===== src/rtl/ctrl_pkg.sv =====
// Shared types for the control-CPU SRAM path: sequencer states, requester IDs
// and the board SRAM word-address width.
package ctrl_pkg;

  typedef enum logic [2:0] {
    IDLE,
    HI,
    LO,
    ACK,
    GAP
  } state_e;

  typedef enum logic {
    ICPU = 1'b0,
    DCPU = 1'b1
  } req_id_e;

  localparam int SRAM_AW = 18;

endpackage


===== src/rtl/ctrl_sram_arb.sv =====
// Shares the 16-bit async SRAM between the CPU instruction and data ports.
// Each 32-bit access is split into a high and a low phase. Define CTRL_SRAM_ARB_RR_EN for round-robin arbitration.
module ctrl_sram_arb
  import ctrl_pkg::*;
#(
  parameter int WAIT_CYCLES = 1
) (
  input  logic               clk,
  input  logic               rst,
  input  logic               icpu_cs,
  input  logic [31:0]        icpu_adr,
  output logic [31:0]        icpu_dat_r,
  output logic               icpu_ack,
  input  logic               dcpu_cs,
  input  logic               dcpu_we,
  input  logic [3:0]         dcpu_sel,
  input  logic [31:0]        dcpu_adr,
  input  logic [31:0]        dcpu_dat_w,
  output logic [31:0]        dcpu_dat_r,
  output logic               dcpu_ack,
  output logic [SRAM_AW-1:0] sram_adr,
  output logic               sram_ce_n,
  output logic               sram_oe_n,
  output logic               sram_we_n,
  output logic               sram_ub_n,
  output logic               sram_lb_n,
  output logic [15:0]        sram_dat_w,
  input  logic [15:0]        sram_dat_r
);

  localparam logic [3:0] LAST_CNT = 4'(WAIT_CYCLES);

  state_e               state, state_nx;
  logic   [3:0]         cnt;
  req_id_e              gnt, win;
  logic   [SRAM_AW-2:0] adr_q;
  logic                 we_q;
  logic   [3:0]         sel_q;
  logic   [31:0]        dat_w_q;
  logic   [15:0]        rd_hi;
  logic                 phase_last;
  logic                 any_cs;
  logic   [1:0]         half_sel;
  logic   [15:0]        half_dat;
  logic                 unused_adr;

  assign unused_adr = ^{icpu_adr[31:19], icpu_adr[1:0], dcpu_adr[31:19], dcpu_adr[1:0]};

  assign any_cs     = icpu_cs | dcpu_cs;
  assign phase_last = (cnt == LAST_CNT);

`ifdef CTRL_SRAM_ARB_RR_EN
  req_id_e last_gnt;

  always_comb begin
    if (icpu_cs && dcpu_cs) win = (last_gnt == DCPU) ? ICPU : DCPU;
    else                    win = dcpu_cs ? DCPU : ICPU;
  end

  always_ff @(posedge clk) begin
    if (rst)                          last_gnt <= DCPU;
    else if (state == IDLE && any_cs) last_gnt <= win;
  end
`else
  assign win = dcpu_cs ? DCPU : ICPU;
`endif

  // NOTE: every always_comb output gets a default first so no path infers a latch.
  always_comb begin
    state_nx = state;
    unique case (state)
      IDLE:    if (any_cs) state_nx = HI;
      HI:      if (phase_last) state_nx = LO;
      LO:      if (phase_last) state_nx = ACK;
      ACK:     state_nx = GAP;
      GAP:     state_nx = IDLE;
      default: state_nx = IDLE;
    endcase
  end

  // NOTE: sequential state uses non-blocking assignments so every register samples pre-edge values.
  always_ff @(posedge clk) begin
    if (rst) begin
      state      <= IDLE;
      cnt        <= '0;
      gnt        <= ICPU;
      adr_q      <= '0;
      we_q       <= 1'b0;
      sel_q      <= '0;
      dat_w_q    <= '0;
      rd_hi      <= '0;
      icpu_dat_r <= '0;
      dcpu_dat_r <= '0;
    end else begin
      state <= state_nx;
      if (state_nx != state)              cnt <= '0;
      else if (state == HI || state == LO) cnt <= cnt + 4'd1;

      if (state == IDLE && any_cs) begin
        gnt <= win;
        if (win == DCPU) begin
          adr_q   <= dcpu_adr[18:2];
          we_q    <= dcpu_we;
          sel_q   <= dcpu_sel;
          dat_w_q <= dcpu_dat_w;
        end else begin
          adr_q   <= icpu_adr[18:2];
          we_q    <= 1'b0;
          sel_q   <= 4'b1111;
          dat_w_q <= '0;
        end
      end

      if (state == HI && phase_last && !we_q) rd_hi <= sram_dat_r;
      if (state == LO && phase_last && !we_q) begin
        if (gnt == DCPU) dcpu_dat_r <= {rd_hi, sram_dat_r};
        else             icpu_dat_r <= {rd_hi, sram_dat_r};
      end
    end
  end

  assign icpu_ack = (state == ACK) && (gnt == ICPU);
  assign dcpu_ack = (state == ACK) && (gnt == DCPU);

  assign half_sel = (state == LO) ? sel_q[1:0]    : sel_q[3:2];
  assign half_dat = (state == LO) ? dat_w_q[15:0] : dat_w_q[31:16];

  // Strobes decode straight from the registered state, so a reset edge idles them immediately.
  always_comb begin
    sram_adr   = '0;
    sram_ce_n  = 1'b1;
    sram_oe_n  = 1'b1;
    sram_we_n  = 1'b1;
    sram_ub_n  = 1'b1;
    sram_lb_n  = 1'b1;
    sram_dat_w = '0;
    if (state == HI || state == LO) begin
      sram_adr  = {adr_q, (state == LO)};
      sram_ce_n = 1'b0;
      if (we_q) begin
        sram_ub_n  = ~half_sel[1];
        sram_lb_n  = ~half_sel[0];
        // Last cycle of the phase releases we_n to hold address and data.
        sram_we_n  = ~((|half_sel) && (cnt < LAST_CNT));
        sram_dat_w = half_dat;
      end else begin
        sram_oe_n = 1'b0;
        sram_ub_n = 1'b0;
        sram_lb_n = 1'b0;
      end
    end
  end

endmodule

===== config.mk =====
export PLATFORM = sky130hd
export DESIGN_NAME = ctrl_sram_arb
export DESIGN_NICKNAME = d
export VERILOG_FILES = /design/src/rtl/ctrl_pkg.sv /design/src/rtl/ctrl_sram_arb.sv
export SDC_FILE = /design/constraint.sdc
export NUM_CORES = 1
export LEC_CHECK = 0
export CELL_PAD_IN_SITES_DETAIL_PLACEMENT = 0
export CELL_PAD_IN_SITES_GLOBAL_PLACEMENT = 2
export CORE_MARGIN = 2
export CORE_UTILIZATION = 23
export DETAILED_ROUTE_END_ITERATION = 10
export PLACE_DENSITY_LB_ADDON = 0.25
export SKIP_LAST_GASP = 1
export SYNTH_ARGS = -nofsm -noshare
export SYNTH_HDL_FRONTEND = slang
export SYNTH_SLANG_ARGS = --single-unit
export TNS_END_PERCENT = 10

===== constraint.sdc =====
create_clock -name clk -period 2.05 [get_ports clk]
set_clock_uncertainty 0.15 [all_clocks]
set_input_delay 0.41 -clock clk [delete_from_list [all_inputs] [get_ports clk]]
set_output_delay 0.41 -clock clk [all_outputs]
set_load 0.03 [all_outputs]

Word level (Yosys, flattened, before mapping)
Cells that the tools add are included.
{ "totals": {"reg_bits": 142, "latch_bits": 0, "ram_bits": 0, "rom_bits": 0, "in_bits": 121, "output_inout_bits": 105, "memories": 0} }
{ "classes": {"add_sub_neg": 1, "mul": 0, "div_mod_pow": 0, "magnitude_cmp": 1, "eq_ne": 5, "shifts": 0, "n_mux": 23, "n_bitwise": 5, "reduce_logical": 15} }
{ "op_table": {"columns": ["cell", "count"], "rows": [
  ["$mux 16", 3],
  ["$mux 32", 1],
  ["$mux 18", 1],
  ["$mux 17", 1],
  ["$pmux 3 s4", 1],
  ["$mux 1", 11],
  ["$mux 3", 3],
  ["$logic_and 1x1->1", 8],
  ["$eq 3x2->1 const B", 2],
  ["$add 4x1->4 const B", 1],
  ["$eq 4x1->1 const B", 1],
  ["$lt 4x1->1 const B", 1],
  ["$mux 4", 1],
  ["$not 1->1", 4],
  ["$reduce_and 2->1", 2],
  ["$reduce_or 2->1", 2],
  ["$eq 3x1->1 const B", 1],
  ["$logic_not 3->1", 1],
  ["$ne 3x3->1", 1],
  ["$mux 2", 1],
  ["$logic_not 1->1", 1],
  ["$logic_or 1x1->1", 1],
  ["$or 1x1->1", 1]
]} }

Longest topological paths before layout
{ "depth": {"ltp_word": 7, "depth_mapped": 8} }

Least setup slack after synthesis
OpenSTA, ideal clock, no wires.
{ "synth_timing": {"path_kind": "reg2out", "from": "register state[2]", "to": "output sram_ub_n", "t_arrival_ns": 2.228, "t_required_ns": 1.490, "path_slack_ns": -0.738, "path_stages_with_launch": 8, "path_cell_list": "dfxtp_1 buf_4 or3b_1 buf_4 inv_2 buf_2 mux2_2 o21ai_0"} }
{ "synth_between": {"elab_chain_cells": 5} }
{ "synth_rtl": {"columns": ["item", "line_no", "text"], "rows": [
  ["start, declared", "ctrl_sram_arb.sv:33", "state_e state, state_nx;"],
  ["start signal, assigned", "ctrl_sram_arb.sv:95", "state <= state_nx;"],
  ["$eq 3x2->1", "ctrl_sram_arb.sv:125, ctrl_sram_arb.sv:137", null],
  ["$mux 2", "ctrl_sram_arb.sv:125", "assign half_sel = (state == LO) ? sel_q[1:0] : sel_q[3:2];"],
  ["$not 1->1", "ctrl_sram_arb.sv:141", "sram_ub_n = ~half_sel[1];"],
  ["$mux 1", "ctrl_sram_arb.sv:140", "if (we_q) begin"],
  ["$mux 1 *", "ctrl_sram_arb.sv:137", "if (state == HI || state == LO) begin"],
  ["end, declared", "ctrl_sram_arb.sv:25", "output logic sram_ub_n,"]
]} }
Every way passes the cells marked *; elsewhere a longest branch is shown, timed or not.

Worst setup path in the final report
{ "layout_timing": {"from": "register state[0]", "to": "output sram_we_n"} }
{ "layout_between": {"elab_chain_cells": 7} }
{ "layout_rtl": {"columns": ["item", "line_no", "text"], "rows": [
  ["$eq 3x2->1", "ctrl_sram_arb.sv:125, ctrl_sram_arb.sv:137", null],
  ["$mux 2", "ctrl_sram_arb.sv:125", null],
  ["$reduce_or 2->1", "ctrl_sram_arb.sv:144", "sram_we_n = ~((|half_sel) && (cnt < LAST_CNT));"],
  ["$logic_and 1x1->1", "ctrl_sram_arb.sv:144", null],
  ["$not 1->1", "ctrl_sram_arb.sv:144", null],
  ["$mux 1", "ctrl_sram_arb.sv:140", null],
  ["$mux 1 *", "ctrl_sram_arb.sv:137", null],
  ["end, declared", "ctrl_sram_arb.sv:24", "output logic sram_we_n,"]
]} }
Marked as above.

==> metrics.yaml <==
wirelength_um: 19300
synthDistinctLibCells: 40
setup_viol: 41
syn-num-nets: 787
crit_slowest_cell: "or3b_4"
ys_seq_area_frac: 0.461
crit_chain: "or3b_4, clkinv_4, mux2_4, o2111ai_4, buf_6"
cts_buffers: 17
cp.required_ns: 1.49
grt_pass1_wl_um: 29800
initial_core_util: 0.235
status: "finished with violations"
die-area_um2: 28100
synth-edff-count: 0
slew_violations: 0
drc: 0
hp-class: "flip-flop to flip-flop"
crit_path_end_kind: "output pin"
arrival_ns: 1.93
drtAntennaViolNets: 0
cts_sinks: 142
fmax_ghz: 0.402
avgSynthCellArea_um2: 9.30
grt_pass1_vias: 5630
area_growth_pct: 51.8
row_count: 59
powerDensity_nw_per_um2: 744
ys_ff_latch: 142
dieHeight_um: 168
layout.core_utilization: 0.357
htreeDepth: 4
period_minus_slack_ns: 2.49
worst-path-buf-inv: 2
rsz0062_at_grt: "true"
finalHoldViolations: 0
crit_fanout: 4
gp_congestion: 0.744
clock_path_buffers: 2
cp-start-kind: "flip-flop"
irDropWorstVdd_mv: 0.405
power.total_mw: 6.96
routedWlPerCell_um: 16.0
async_reset_ff_frac: 0
whs_ns: 0.323
synth.cell_area_um2: 6160
worst_pin_slew_ns: 0.522
grt_antenna_before_repair: 1
fillers: 2643
yosysWarnings: 0
finalCritPeriodShare: 1.21
via_count: 5384
layout.nets: 983
grt_max_degree: 63
cts_tree: "built"
synthCells: 663
violations: "setup timing"
drive_above_1_share: 0.163
synthFlopType: "dfxtp_1"
max_stage_delay_ns: 0.43
stdcell_count: 1208
power_leakage_nw: 3.83
cts_root_buf: "clkbuf_16"
drt_iter0_drc: 226
firstDrtPassIters: 5
drv_cap: 0
die_w_um: 168
num_io_pins: 226
crit_family: "simple AND/OR/NAND/NOR gates"
via_per_inst: 4.46
overflow: 0
dp_hpwl_um: 12900
portBuffers: 195
worst-setup-path-type: "flip-flop to output pin"
cts-hold-fix-buffers: 0
grtUsageTotal: 0.134
place_inst: 1168
coreArea_um2: 26200
path_clk_slew_ns: 0.06
reg2reg_setup_slack_ns: 0.13
clkLatencyLatePin_ns: 0.41
worst_slack_ns: -0.436
slew_headroom: 0.652
[layout by cell type, fill, tap and decap left out, drive strengths merged, types with 4 or more instances in the layout]
master         count
clkdlybuf4s50    153
nand3              5
buf               78
clkinv             8
clkbuf            22
nor3               7
nand2b            99
and3              17
nor2               8
o21ai             39
a2111oi            4
a211oi            17
inv                6
a21oi             71
dfxtp            142
mux2i             98
nand2             67
[state kept, by name, summed over array words and instances, names as in the netlist]
name / cells
dat_w_q: 32
rd_hi: 16
state: 3
we_q: 1
cnt: 4
adr_q: 17
icpu_dat_r: 32
gnt: 1
sel_q: 4
dcpu_dat_r: 32
[cell families (layout without fill, tap and decap cells)]
family          after synthesis  after routing  synth area share
xor+xnor                      2              2           0.00284
compound gates              138            138             0.125
mux                         100            100             0.163
buf+inv                      63            272            0.0491
flops                       142            142             0.461
fa+ha+maj                     3              3           0.00609
simple gates                215            215             0.193
other cells                   0              1                 0
[report_power, final]
group / internal [mW] / switching, mW
combinational: 0.481 / 0.515
sequential: 2.87 / 0.0543
clock: 1.80 / 1.25
total: 5.15 / 1.81
[through the flow]
step	setup slack, ns	instance area, um^2	setup TNS [ns]
2_1_floorplan	-0.256	6250	-3.77
3_3_place_gp	-0.149	8560	-2.32
3_5_place_dp	-0.169	8560	-3.41
4_1_cts	-0.464	9150	-13.17
5_1_grt	-0.512	9350	-17.03
6_report	-0.436	9360	-13.12
[cells in the mapped netlist, drive strengths merged, types with 2 or more instances]
cell,number,share of area
ha,3,0.0061
nor2,8,0.0049
o21ba,2,0.0032
or3b,2,0.0028
clkbuf,39,0.024
nand3,5,0.0049
nand2b,99,0.10
o21ai,39,0.032
mux2i,98,0.16
a2111oi,4,0.0057
nand2,67,0.041
and3,17,0.017
nor3,7,0.0057
buf,18,0.022
a21oi,71,0.058
nor3b,2,0.0024
nor4b,2,0.0039
a211oi,17,0.021
mux2,2,0.0037
inv,6,0.0037
dfxtp,142,0.46
[worst register-to-register path: stages, from the launching register on]
cell     delay (ns)
dfxtp_1        0.33
inv_1          0.09
ha_1           0.17
or3b_1         0.46
nor4_4         0.22
buf_12         0.23
mux2i_1        0.21
[final cells by class]
cell class | instances | area [um^2] | share of cell area
Sequential cell | 142 | 2850 | 0.304
Clock inverter | 13 | 141 | 0.0151
Inverter | 6 | 27.5 | 0.00294
Multi-Input combinational cell | 458 | 3170 | 0.338
Clock buffer | 19 | 433 | 0.0463
Antenna cell | 1 | 2.50 | 0.000267
Timing Repair Buffer | 234 | 2320 | 0.248
Tap cell | 335 | 419 | 0.0448
[what timing repair did]
action | CTS | global route
gates resized for setup | 5 | 22
setup buffers | 0 | 4
gates cloned | 0 | 3
setup endpoints to repair | 46 | 64
pin swaps | 2 | 2
[per-layer routing]
layer,track usage,share of wire
met5,0,0
met4,0.0465,0.014
met2,0.222,0.47
met3,0.0295,0.050
met1,0.172,0.46
[final timing paths]
path	startpoint	end	cells after the start
worst max-delay path	state[0]	sram_we_n	5
worst min-delay path	dcpu_dat_r[29]	dcpu_dat_r[29]	2
worst max register to register	cnt[1]	rd_hi[3]	6
worst min register to register	dcpu_dat_r[29]	dcpu_dat_r[29]	2
Power figures use the tool's default switching activity.
